===== src/rtl/bldc_ol_commutator_if.sv =====
// Setpoint / gate bus between the speed-control registers (master) and the
// open-loop six-step commutator (slave).
interface bldc_ol_commutator_if #(
    parameter int CNT_W = 24
);
    logic             ena_i;
    logic             dir_i;
    logic             pwm_i;
    logic [CNT_W-1:0] start_period_i;
    logic [CNT_W-1:0] target_period_i;
    logic [CNT_W-1:0] ramp_step_i;
    logic [CNT_W-1:0] align_cycles_i;
    logic [5:0]       gate_o;
    logic [2:0]       phase_o;
    logic [1:0]       state_o;
    logic             step_o;
    logic             at_speed_o;

    modport master (
        output ena_i, dir_i, pwm_i, start_period_i, target_period_i, ramp_step_i, align_cycles_i,
        input  gate_o, phase_o, state_o, step_o, at_speed_o
    );

    modport slave (
        input  ena_i, dir_i, pwm_i, start_period_i, target_period_i, ramp_step_i, align_cycles_i,
        output gate_o, phase_o, state_o, step_o, at_speed_o
    );
endinterface


===== src/rtl/bldc_ol_commutator.sv =====
// Open-loop six-step BLDC commutator: align/ramp/run sequencing, direction
// select, dead-time overlap masking and PWM gating of the high-side switches.
module bldc_ol_commutator #(
    parameter int CNT_W    = 24,
    parameter int DEAD_CYC = 8
) (
    input logic                 clk_i,
    input logic                 rst_i,
    bldc_ol_commutator_if.slave bus
);
    localparam int               DEAD_W     = $clog2(DEAD_CYC + 1);
    localparam logic [CNT_W-1:0] MIN_PERIOD = CNT_W'(DEAD_CYC + 2);
    localparam logic [5:0]       LOW_SIDE   = 6'b010101;

    typedef enum logic [1:0] {
        IDLE  = 2'd0,
        ALIGN = 2'd1,
        RAMP  = 2'd2,
        RUN   = 2'd3
    } state_e;

    state_e            state_q, state_d;
    logic [2:0]        phase_q, phase_d;
    logic              dir_q, dir_d;
    logic [CNT_W-1:0]  period_q, period_d;
    logic [CNT_W-1:0]  timer_q, timer_d;
    logic [DEAD_W-1:0] dead_q, dead_d;
    logic [5:0]        old_pat_q, old_pat_d;
    logic [5:0]        gate_q, gate_d;
    logic              step_q, step_d;
    logic              at_speed_q, at_speed_d;

    logic [CNT_W-1:0]  eff_period, align_len, ramp_next;
    logic [5:0]        cur_pat, base_pat;
    logic              last_count;

    // Each pattern has exactly one high-side and one low-side switch on, on different legs.
    function automatic logic [5:0] pattern(input logic [2:0] ph);
        case (ph)
            3'd1:    pattern = 6'b100100;
            3'd2:    pattern = 6'b100001;
            3'd3:    pattern = 6'b001001;
            3'd4:    pattern = 6'b011000;
            3'd5:    pattern = 6'b010010;
            3'd6:    pattern = 6'b000110;
            default: pattern = 6'b000000;
        endcase
    endfunction

    function automatic logic [2:0] next_phase(input logic [2:0] ph, input logic dir);
        if (!dir) next_phase = (ph == 3'd6) ? 3'd1 : ph + 3'd1;
        else      next_phase = (ph == 3'd1) ? 3'd6 : ph - 3'd1;
    endfunction

    assign cur_pat    = pattern(phase_q);
    assign eff_period = (period_q < MIN_PERIOD) ? MIN_PERIOD : period_q;
    assign align_len  = (bus.align_cycles_i == '0) ? CNT_W'(1) : bus.align_cycles_i;
    assign last_count = (timer_q == eff_period - CNT_W'(1));

    // Compare before subtracting so a large ramp step can never wrap below target.
    assign ramp_next = (period_q > bus.target_period_i &&
                        (period_q - bus.target_period_i) > bus.ramp_step_i)
                       ? period_q - bus.ramp_step_i : bus.target_period_i;

    always_comb begin
        // NOTE: every variable gets a default first so no path leaves one unassigned (no latches).
        state_d  = state_q;
        phase_d  = phase_q;
        dir_d    = dir_q;
        period_d = period_q;
        timer_d  = timer_q;
        step_d   = 1'b0;

        if (!bus.ena_i) begin
            state_d  = IDLE;
            phase_d  = 3'd0;
            period_d = '0;
            timer_d  = '0;
        end else begin
            case (state_q)
                IDLE: begin
                    state_d = ALIGN;
                    phase_d = 3'd1;
                    dir_d   = bus.dir_i;
                    timer_d = align_len - CNT_W'(1);
                end
                ALIGN: begin
                    if (timer_q == '0) begin
                        phase_d = next_phase(phase_q, dir_q);
                        step_d  = 1'b1;
                        if (bus.start_period_i <= bus.target_period_i) begin
                            state_d  = RUN;
                            period_d = bus.target_period_i;
                        end else begin
                            state_d  = RAMP;
                            period_d = bus.start_period_i;
                        end
                    end else begin
                        timer_d = timer_q - CNT_W'(1);
                    end
                end
                RAMP: begin
                    if (last_count) begin
                        phase_d  = next_phase(phase_q, dir_q);
                        step_d   = 1'b1;
                        timer_d  = '0;
                        period_d = ramp_next;
                        if (ramp_next == bus.target_period_i) state_d = RUN;
                    end else begin
                        timer_d = timer_q + CNT_W'(1);
                    end
                end
                RUN: begin
                    if (last_count) begin
                        phase_d  = next_phase(phase_q, dir_q);
                        step_d   = 1'b1;
                        timer_d  = '0;
                        period_d = bus.target_period_i;
                    end else begin
                        timer_d = timer_q + CNT_W'(1);
                    end
                end
                default: state_d = IDLE;
            endcase
        end

        at_speed_d = (state_d == RUN);

        // Any phase change (including from/to phase 0) starts a fresh overlap window.
        dead_d    = dead_q;
        old_pat_d = old_pat_q;
        if (phase_d != phase_q) begin
            dead_d    = DEAD_W'(DEAD_CYC);
            old_pat_d = cur_pat;
        end else if (dead_q != '0) begin
            dead_d = dead_q - DEAD_W'(1);
        end

        if (state_q == IDLE)      base_pat = 6'b000000;
        else if (dead_q != '0)    base_pat = cur_pat & old_pat_q;
        else                      base_pat = cur_pat;
        gate_d = base_pat & (bus.pwm_i ? 6'b111111 : LOW_SIDE);
    end

    always_ff @(posedge clk_i) begin
        // NOTE: sequential state uses non-blocking assignments so all flops update together.
        if (rst_i) begin
            state_q    <= IDLE;
            phase_q    <= 3'd0;
            dir_q      <= 1'b0;
            period_q   <= '0;
            timer_q    <= '0;
            dead_q     <= '0;
            old_pat_q  <= 6'b000000;
            gate_q     <= 6'b000000;
            step_q     <= 1'b0;
            at_speed_q <= 1'b0;
        end else begin
            state_q    <= state_d;
            phase_q    <= phase_d;
            dir_q      <= dir_d;
            period_q   <= period_d;
            timer_q    <= timer_d;
            dead_q     <= dead_d;
            old_pat_q  <= old_pat_d;
            gate_q     <= gate_d;
            step_q     <= step_d;
            at_speed_q <= at_speed_d;
        end
    end

    assign bus.gate_o     = gate_q;
    assign bus.phase_o    = phase_q;
    assign bus.state_o    = state_q;
    assign bus.step_o     = step_q;
    assign bus.at_speed_o = at_speed_q;
endmodule


===== src/flat_wrapper.sv =====
// flat-port wrapper written by rule: the top's interface ports become plain ports
module bldc_ol_commutator_flat 
#(
    parameter int CNT_W    = 24,
    parameter int DEAD_CYC = 8
)
  (clk_i, rst_i, bus_ena_i, bus_dir_i, bus_pwm_i, bus_start_period_i, bus_target_period_i, bus_ramp_step_i, bus_align_cycles_i, bus_gate_o, bus_phase_o, bus_state_o, bus_step_o, bus_at_speed_o);
  bldc_ol_commutator_if #(.CNT_W(CNT_W)) bus_i ();
  input logic clk_i;
  input logic rst_i;
  input wire logic [$bits(bus_i.ena_i)-1:0] bus_ena_i;
  input wire logic [$bits(bus_i.dir_i)-1:0] bus_dir_i;
  input wire logic [$bits(bus_i.pwm_i)-1:0] bus_pwm_i;
  input wire logic [$bits(bus_i.start_period_i)-1:0] bus_start_period_i;
  input wire logic [$bits(bus_i.target_period_i)-1:0] bus_target_period_i;
  input wire logic [$bits(bus_i.ramp_step_i)-1:0] bus_ramp_step_i;
  input wire logic [$bits(bus_i.align_cycles_i)-1:0] bus_align_cycles_i;
  output wire logic [$bits(bus_i.gate_o)-1:0] bus_gate_o;
  output wire logic [$bits(bus_i.phase_o)-1:0] bus_phase_o;
  output wire logic [$bits(bus_i.state_o)-1:0] bus_state_o;
  output wire logic [$bits(bus_i.step_o)-1:0] bus_step_o;
  output wire logic [$bits(bus_i.at_speed_o)-1:0] bus_at_speed_o;
  assign bus_i.ena_i = bus_ena_i;
  assign bus_i.dir_i = bus_dir_i;
  assign bus_i.pwm_i = bus_pwm_i;
  assign bus_i.start_period_i = bus_start_period_i;
  assign bus_i.target_period_i = bus_target_period_i;
  assign bus_i.ramp_step_i = bus_ramp_step_i;
  assign bus_i.align_cycles_i = bus_align_cycles_i;
  assign bus_gate_o = bus_i.gate_o;
  assign bus_phase_o = bus_i.phase_o;
  assign bus_state_o = bus_i.state_o;
  assign bus_step_o = bus_i.step_o;
  assign bus_at_speed_o = bus_i.at_speed_o;
  bldc_ol_commutator #(.CNT_W(CNT_W), .DEAD_CYC(DEAD_CYC)) u_core (.clk_i(clk_i), .rst_i(rst_i), .bus(bus_i));
endmodule

===== config.mk =====
export PLATFORM = sky130hd
export DESIGN_NAME = bldc_ol_commutator_flat
export DESIGN_NICKNAME = d
export VERILOG_FILES = /design/src/rtl/bldc_ol_commutator_if.sv /design/src/rtl/bldc_ol_commutator.sv /design/src/flat_wrapper.sv
export SDC_FILE = /design/constraint.sdc
export NUM_CORES = 1
export LEC_CHECK = 0
export CORE_ASPECT_RATIO = 1.25
export CORE_MARGIN = 4
export CORE_UTILIZATION = 50
export CTS_BUF_LIST = sky130_fd_sc_hd__clkbuf_4 sky130_fd_sc_hd__clkbuf_8 sky130_fd_sc_hd__clkbuf_16
export DETAILED_ROUTE_END_ITERATION = 10
export PLACE_DENSITY = 0.72
export SYNTH_ARGS = -nofsm -noshare
export SYNTH_HDL_FRONTEND = slang
export SYNTH_SLANG_ARGS = --single-unit

===== constraint.sdc =====
create_clock -name clk_i -period 8.1 [get_ports clk_i]
set_input_delay 1.62 -clock clk_i [delete_from_list [all_inputs] [get_ports clk_i]]
set_output_delay 1.62 -clock clk_i [all_outputs]
set_load 0.05 [all_outputs]

==> flow_metrics.tcl, run 1 <==
set metrics [dict create \
    tightest_slew_ns 1.14 \
    areaGrowthSynthToFinish_pct 14.3 \
    timing.final.hold_violations 0 \
    cap_violations 0 \
    status "finished clean" \
    yosysUniqueCellTypes 89 \
    cts_tree "yes" \
    fmax_ghz 0.145 \
    finish.utilization 0.582 \
    synth_commonest_cells "nor2_1 (147), ha_1 (106), nand2_1 (104)" \
    p_leak_nw 5.20 \
    p_sw_mw 0.459 \
    fp.dieW_um 138 \
    cts_hold_buf 0 \
    r2r_cells 23 \
    ctsResizeCount 0 \
    wl_per_cell_um 19.4 \
    p_comb_frac 0.368 \
    synth_most_common_cell "nor2_1" \
    antenna_found_initial 0 \
    clock_power_share 0.345 \
    gp_congestion 0.964 \
    crit_path_end "u_core.period_q[12]" \
    required_ns 8.33 \
    synthTopCellsByArea "dfxtp_1 (14%), ha_1 (13%), xnor2_1 (6.3%)" \
    end_kind "flip-flop" \
    setup_violations 0 \
    reg2reg_to "u_core.period_q[12]" \
    synth_ff_type "dfxtp_1" \
    grt_pass1_vias 10400 \
    r2r_slack_ns 2.50 \
    period_share 0.853 \
    antenna_cells 0 \
    synth_fp_nets 1631 \
    cp.arrival_ns 7.14 \
    setup_tns_ns 0 \
    root_buffer "clkbuf_16" \
    finalNetCount 1690 \
    clock-sinks 72 \
    port_buffers 113 \
    gr-usage-all-layers 0.278 \
    drive_gt1_frac 0.0511 \
    skew_ns 0.00836 \
    start_kind "input port" \
    ys_seq_area_frac 0.136 \
    initial_core_util 0.509 \
    syn_inst 1422 \
    yosysWarnings 0 \
    coreArea_um2 20800 \
    critPathMaxStageDelay_ns 0.55 \
    synth.largest_area_cell "dfxtp_1" \
    path_clk_slew_ns 0.05 \
    die_y_um 171 \
    post_cts_buffers 0 \
    p_per_area_nw_per_um2 113 \
    setup.worst_path.start "bus_target_period_i[2]" \
    cp_max_fo 10 \
    grt.overflow.total 0 \
    synth-seq-cells 72 \
    slew_viol_final 0 \
    drt-initial-drc-count 833 \
    p_sw_frac 0.335 \
    cts_buffer_depth 2 \
    intPower_mw 0.910 \
    maxSlewHeadroom 0.221 \
    fp-row-count 59 \
    synth_edf_count 0 \
    cts_max_level 3 \
    dp_hpwl_um 27700 \
    grt_pass1_wl_um 54000 \
    avgSynthCellArea_um2 7.46 \
    ios 114 \
    viasPerCell 6.18 \
    slowest_stage "clkdlybuf4s50_1" \
    synth_area_um2 10600 \
    timing.hold.ws_ns 0.491 \
    grt_max_degree 43 \
    drc 0 \
    die-area_um2 23600 \
    clock_latency_ns 0.34 \
    cts_buffers 9 \
    rsz0062_at_grt "no" \
    r2r-start "u_core.period_q[2]" \
    crit_type "in -> reg" \
    synth.top_cell.area_share 0.136 \
    vias 10900 \
    p_total_mw 1.37 \
    hp-class "reg -> reg" \
    min_period_ns 6.91 \
    routed_wirelength_um 34200 \
    peakVddDrop_mv 0.120 \
    final_antenna_net_count 0 \
    p_seq_frac 0.287 \
    async_flop_share 0 \
    first_pass_iters 5 \
]
metrics by stage:
step,instances,setup WS (ns),area [um2]
2_1_floorplan,1422,2.49,10600
3_3_place_gp,1744,1.15,11800
6_report,1760,1.19,12100
5_1_grt,1760,0.875,12100
4_1_cts,1760,1.32,12100
3_5_place_dp,1744,0.998,11800
logic make-up (layout without fill, tap and decap cells):
| group | Yosys count | after routing | synth area share |
|---|---|---|---|
| adder cells (fa/ha/maj) | 108 | 108 | 0.129 |
| AO/OA/AOI/OAI | 395 | 395 | 0.258 |
| AND/OR/NAND/NOR | 503 | 503 | 0.242 |
| multiplexers | 69 | 69 | 0.0673 |
| buffers and inverters | 152 | 216 | 0.0644 |
| XOR/XNOR | 123 | 123 | 0.104 |
| flip-flops | 72 | 72 | 0.136 |
metal layers:
layer / share of wire / global-route usage
met2: 0.49 / 0.494
met4: 0.054 / 0.146
met3: 0.047 / 0.0274
met1: 0.41 / 0.334
met5: 0 / 0
how the worst min path moves through the flow:
stage                        start              endpoint  cells past startpoint
3_3_place_gp   u_core.old_pat_q[5]   u_core.old_pat_q[5]                      2
3_5_place_dp   u_core.old_pat_q[4]  u_core.bus.gate_o[4]                      1
5_1_grt           u_core.dead_q[2]      u_core.dead_q[2]                      2
2_1_floorplan  u_core.old_pat_q[1]   u_core.old_pat_q[1]                      2
6_report          u_core.dead_q[2]      u_core.dead_q[2]                      2
4_1_cts           u_core.dead_q[2]      u_core.dead_q[2]                      2
worst max-delay path: cells and delay by family:
family	cells	cell delay, ns
AOI/OAI and AO/OA	12	2.40
and+or+nand+nor	6	1.18
buffers and inverters	3	0.93
adders and majority gates	2	0.65
muxes	1	0.25
xor gates and xnor gates	1	0.08
power by group through the flow:
stage	Sequential [mW]	Combinational, mW	Clock (mW)
after detailed placement	0.400	0.496	0
after floorplan	0.386	0.352	0
final	0.393	0.504	0.472
after global placement	0.399	0.491	0
after CTS	0.392	0.499	0.479
after global routing	0.395	0.554	0.493
cell usage in the layout (no fill, tap or decap), drive strengths merged, types with 19 or more instances in the layout:
cell type      instances
dfxtp                 72
nor3                  43
nand3                 41
xor2                  45
xnor2                 76
clkdlybuf4s50        113
nand4                 24
nand2b                19
mux2i                 54
o21ai                 68
nand2                105
ha                   106
inv                   77
nor2                 148
a211oi                24
a21o                  37
nor2b                 19
a21oi                101
nor4                  25
area by class of cell:
type | count | area (um2)
Fill cell | 2019 | 8700
Multi-Input combinational cell | 1198 | 8480
Sequential cell | 72 | 1440
Timing Repair Buffer | 122 | 1200
Tap cell | 274 | 343
Inverter | 78 | 293
Clock buffer | 11 | 253
Clock inverter | 5 | 103
sequential cells by signal, summed over array words and instances (netlist names):
| register | flops |
|---|---|
| u_core.bus.step_o | 1 |
| u_core.period_q | 24 |
| u_core.dead_q | 4 |
| u_core.bus.state_o | 2 |
| u_core.bus.gate_o | 6 |
| u_core.timer_q | 24 |
| u_core.bus.phase_o | 3 |
| u_core.dir_q | 1 |
| u_core.old_pat_q | 6 |
| u_core.bus.at_speed_o | 1 |
No activity file was read; power rests on OpenSTA's default activity.
==> run 2, diff against run 1 <==
--- a/config.mk
+++ b/config.mk
@@ -10,7 +10,7 @@
 export CORE_UTILIZATION = 50
 export CTS_BUF_LIST = sky130_fd_sc_hd__clkbuf_4 sky130_fd_sc_hd__clkbuf_8 sky130_fd_sc_hd__clkbuf_16
 export DETAILED_ROUTE_END_ITERATION = 10
-export PLACE_DENSITY = 0.72
+export PLACE_DENSITY = 0.82
 export SYNTH_ARGS = -nofsm -noshare
 export SYNTH_HDL_FRONTEND = slang
 export SYNTH_SLANG_ARGS = --single-unit
==> run 2 against run 1 <==
Against the previous run:
- global-route usage grew 1.6 points
- utilization shrank 0.078 points
- cell area shrank 0.13%
- critical path depth shrank 1
==> flow_metrics.tcl, run 2 (same netlist as run 1, synthesis figures left out) <==
set metrics [dict create \
    status "finished clean" \
    fin_cells 1761 \
    final_cell_mix "nor2_1 (147), clkdlybuf4s50_1 (113), ha_1 (106)" \
    path_clk_slew_ns 0.06 \
    cp.arrival_ns 7.22 \
    initial_core_util 0.509 \
    crit_type "in -> reg" \
    cts_tree "yes" \
    root_buffer "clkbuf_16" \
    slowest_stage "and3_1" \
    cts_buffer_depth 2 \
    antenna_found_initial 0 \
    cts_max_level 3 \
    period_share 0.867 \
    stdcell_area_um2 12100 \
    hp-class "reg -> reg" \
    setup_tns_ns 0 \
    cp_max_fo 10 \
    slew_viol_final 0 \
    viasPerCell 6.34 \
    top_regs "u_core.period_q (24), u_core.timer_q (24)" \
    first_pass_iters 6 \
    timing.final.hold_violations 0 \
    clock_latency_ns 0.35 \
    ios 114 \
    gr-usage-all-layers 0.294 \
    place_area_um2 11800 \
    path_cells "clkdlybuf4s50_1, inv_1, ha_1, nor2b_1, o21ai_0, a21boi_0, o31ai_1, nand2_1, a21o_1, a21oi_1, o21bai_1, a21oi_1, xnor2_1, ha_1, nand4_1, nor2_1, nand4_1, o21ai_0, a21oi_1, o21ai_0, and3_1, a21oi_1, a221oi_1, a21oi_1" \
    grt_pass1_wl_um 56700 \
    fp-row-count 59 \
    min_period_ns 7.02 \
    final_common_cell "nor2_1" \
    clock-sinks 72 \
    tightest_slew_ns 1.09 \
    cap_violations 0 \
    cts_hold_buf 0 \
    grt_pass1_vias 11000 \
    fmax_ghz 0.142 \
    crit_path_end "u_core.period_q[10]" \
    drive_gt1_frac 0.0518 \
    r2r-start "u_core.period_q[2]" \
    maxSlewHeadroom 0.256 \
    multi_input_area_um2 8480 \
    p_per_area_nw_per_um2 112 \
    die_y_um 171 \
    start_kind "input port" \
    setup_violations 0 \
    r2r_slack_ns 2.37 \
    finalNetCount 1691 \
    peakVddDrop_mv 0.0973 \
    end_kind "flip-flop" \
    setup.worst_path.start "bus_target_period_i[2]" \
    p_leak_nw 5.19 \
    die-area_um2 23600 \
    coreArea_um2 20800 \
    grt_max_degree 31 \
    wl_per_cell_um 20.3 \
    antenna_cells 0 \
    dp_hpwl_um 28200 \
    place_inst 1745 \
    skew_ns 0.00628 \
    port_buffers 113 \
    fillers 1958 \
    areaGrowthSynthToFinish_pct 14.1 \
    post_cts_buffers 0 \
    cts_buffers 9 \
    crit_top_cell "a21oi_1" \
    drc 0 \
    fp.dieW_um 138 \
    gp_congestion 0.989 \
    drt-initial-drc-count 915 \
    critPathMaxStageDelay_ns 0.57 \
    rsz0062_at_grt "no" \
    routed_wirelength_um 35800 \
    required_ns 8.29 \
    reg2reg_to "u_core.period_q[10]" \
    grt.overflow.total 0 \
    vias 11200 \
    ctsResizeCount 0 \
    r2r_cells 22 \
    final_antenna_net_count 0 \
    regArea_um2 1440 \
]
## run 2: metrics by stage
step / util / hold slack [ns] / worst slack, ns / power (mW)
2_1_floorplan: - / 0.455 / 2.49 / 0.739
6_report: 0.581 / 0.497 / 1.08 / 1.36
5_1_grt: 0.581 / 0.529 / 0.773 / 1.43
3_3_place_gp: 0.565 / 0.473 / 1.06 / 0.889
4_1_cts: 0.581 / 0.504 / 1.24 / 1.35
3_5_place_dp: 0.565 / 0.490 / 0.891 / 0.899
## run 2: critical path, delay by kind of cell
kind,cells,cell delay (ns)
AOI/OAI and AO/OA,13,2.93
xor gates and xnor gates,1,0.11
adders and majority gates,2,0.67
buffers and inverters,2,0.64
and+or+nand+nor,6,1.23
## run 2: cell type report
class	count	area share
inverter	78	0.0242
timing repair buffer	123	0.0997
multi-input combinational	1198	0.701
clock buffer	12	0.0210
sequential	72	0.119
clock inverter	4	0.00641
tap	274	0.0283
## run 2: worst min-delay path by stage
stage / startpoint / endpoint / slack [ns] / cells after the start
6_report: u_core.old_pat_q[1] / u_core.old_pat_q[1] / 0.50 / 2
2_1_floorplan: u_core.old_pat_q[1] / u_core.old_pat_q[1] / 0.45 / 2
4_1_cts: u_core.old_pat_q[1] / u_core.old_pat_q[1] / 0.50 / 2
5_1_grt: u_core.old_pat_q[4] / u_core.bus.gate_o[4] / 0.53 / 1
3_5_place_dp: u_core.old_pat_q[1] / u_core.old_pat_q[1] / 0.49 / 2
3_3_place_gp: u_core.old_pat_q[5] / u_core.old_pat_q[5] / 0.47 / 2
## run 2: metal layers
metal / global-route usage / up-vias / routed length [um]
met3: 0.0372 / 119 / 2150
met5: 0 / - / 0
met1: 0.342 / 5216 / 14300
met2: 0.525 / 493 / 17400
met4: 0.167 / 0 / 2000
li1: - / 5341 / -
## run 2: where the power goes
group	total, mW	switching, mW	internal [mW]
Combinational	0.512	0.285	0.226
Clock	0.452	0.166	0.286
Sequential	0.392	0.0244	0.368
==> run 3, diff against run 2 <==
--- a/config.mk
+++ b/config.mk
@@ -5,6 +5,7 @@
 export SDC_FILE = /design/constraint.sdc
 export NUM_CORES = 1
 export LEC_CHECK = 0
+export CAP_MARGIN = 40
 export CORE_ASPECT_RATIO = 1.25
 export CORE_MARGIN = 4
 export CORE_UTILIZATION = 50
==> run 3 against run 2 <==
Against the previous run:
- non-clock buffer count rose by 6
- via count grew 0.51%
- critical endpoint is now u_core.period_q[7]
- total power down 0.83%
- sequential share of layout area barely moved
- cell count up 0.28%
==> flow_metrics.tcl, run 3 (same netlist as run 1, synthesis figures left out) <==
set metrics [dict create \
    status "finished clean" \
    required_ns 8.33 \
    routed_wirelength_um 35800 \
    vias 11200 \
    cts_max_level 3 \
    final_cell_mix "nor2_1 (147), clkdlybuf4s50_1 (113), ha_1 (106)" \
    min_period_ns 6.89 \
    gp_congestion 0.989 \
    grt.overflow.total 0 \
    gr-usage-all-layers 0.294 \
    die-area_um2 23600 \
    end_kind "flip-flop" \
    critPathMaxStageDelay_ns 0.60 \
    coreArea_um2 20800 \
    final_antenna_net_count 0 \
    fp.dieW_um 138 \
    wl_per_cell_um 20.3 \
    port_buffers 113 \
    cts_buffer_depth 2 \
    viasPerCell 6.36 \
    areaGrowthSynthToFinish_pct 14.4 \
    top_regs "u_core.period_q (24), u_core.timer_q (24)" \
    clock-sinks 72 \
    drc 0 \
    setup_tns_ns 0 \
    finalNetCount 1697 \
    period_share 0.851 \
    multi_input_area_um2 8480 \
    setup_violations 0 \
    tightest_slew_ns 0.942 \
    peakVddDrop_mv 0.113 \
    finish.utilization 0.583 \
    fp-row-count 59 \
    skew_ns 0.00458 \
    initial_core_util 0.509 \
    start_kind "input port" \
    cts_buffers 9 \
    p_per_area_nw_per_um2 111 \
    timing.final.hold_violations 0 \
    fillers 1967 \
    regArea_um2 1440 \
    cts_hold_buf 0 \
    final_common_cell "nor2_1" \
    first_pass_iters 5 \
    post_cts_buffers 0 \
    drive_gt1_frac 0.0536 \
    grt_pass1_wl_um 56800 \
    clock_latency_ns 0.34 \
    cp.arrival_ns 7.13 \
    drt-initial-drc-count 834 \
    antenna_cells 0 \
    root_buffer "clkbuf_16" \
    timing.hold.ws_ns 0.490 \
    stdcell_area_um2 12100 \
    dp_hpwl_um 28400 \
    die_y_um 171 \
    path_clk_slew_ns 0.06 \
    rsz0062_at_grt "no" \
    cp_max_fo 10 \
    place_area_um2 11800 \
    grt_max_degree 31 \
    cts_tree "yes" \
    ctsResizeCount 0 \
    p_total_mw 1.34 \
    p_leak_nw 5.21 \
    hp-class "reg -> reg" \
    cap_violations 0 \
    fmax_ghz 0.145 \
    ios 114 \
    maxSlewHeadroom 0.372 \
    slowest_stage "clkdlybuf4s50_1" \
    antenna_found_initial 0 \
    crit_type "in -> reg" \
    slew_viol_final 0 \
    grt_pass1_vias 11000 \
]
[run 3: stage by stage]
step                      instances  setup WS (ns)
after floorplan                1422           2.49
after global placement         1745           1.06
after detailed placement       1751          0.949
after CTS                      1766           1.28
after global routing           1766          0.808
final                          1766           1.21
[run 3: layer usage]
metal  global-route usage  share of wire
met3               0.0433          0.062
met1                0.345           0.39
met2                0.514           0.49
met4                0.170          0.059
met5                    0              0
[run 3: layout make-up]
type	count	area share
repair buffers	129	0.103
flip-flops and latches	72	0.119
inverters	78	0.0241
clock inverters	3	0.00557
clock buffers	12	0.0204
multi-input cells	1198	0.699
well taps	274	0.0283
[run 3: power breakdown]
group | switching, mW | leakage [nW] | internal, mW | total, mW
clock | 0.159 | 0.153 | 0.279 | 0.438
sequential | 0.0249 | 0.586 | 0.368 | 0.393
combinational | 0.285 | 4.47 | 0.229 | 0.514
total | 0.469 | 5.21 | 0.876 | 1.34
[run 3: worst paths after layout]
check | from | endpoint | slack [ns] | depth (start not counted)
worst max-delay path | bus_target_period_i[0] | u_core.period_q[7] | 1.21 | 25
worst min-delay path | u_core.old_pat_q[1] | u_core.old_pat_q[1] | 0.49 | 2
worst max register to register | u_core.period_q[2] | u_core.period_q[7] | 2.49 | 23
worst min register to register | u_core.old_pat_q[1] | u_core.old_pat_q[1] | 0.49 | 2
[run 3: critical path: cells and delay by family]
family / cells / cell delay [ns]
AO/OA/AOI/OAI: 12 / 2.30
XOR/XNOR: 1 / 0.10
adder cells (fa/ha/maj): 3 / 0.77
buffers and inverters: 2 / 0.95
AND/OR/NAND/NOR: 6 / 1.12
multiplexers: 1 / 0.25
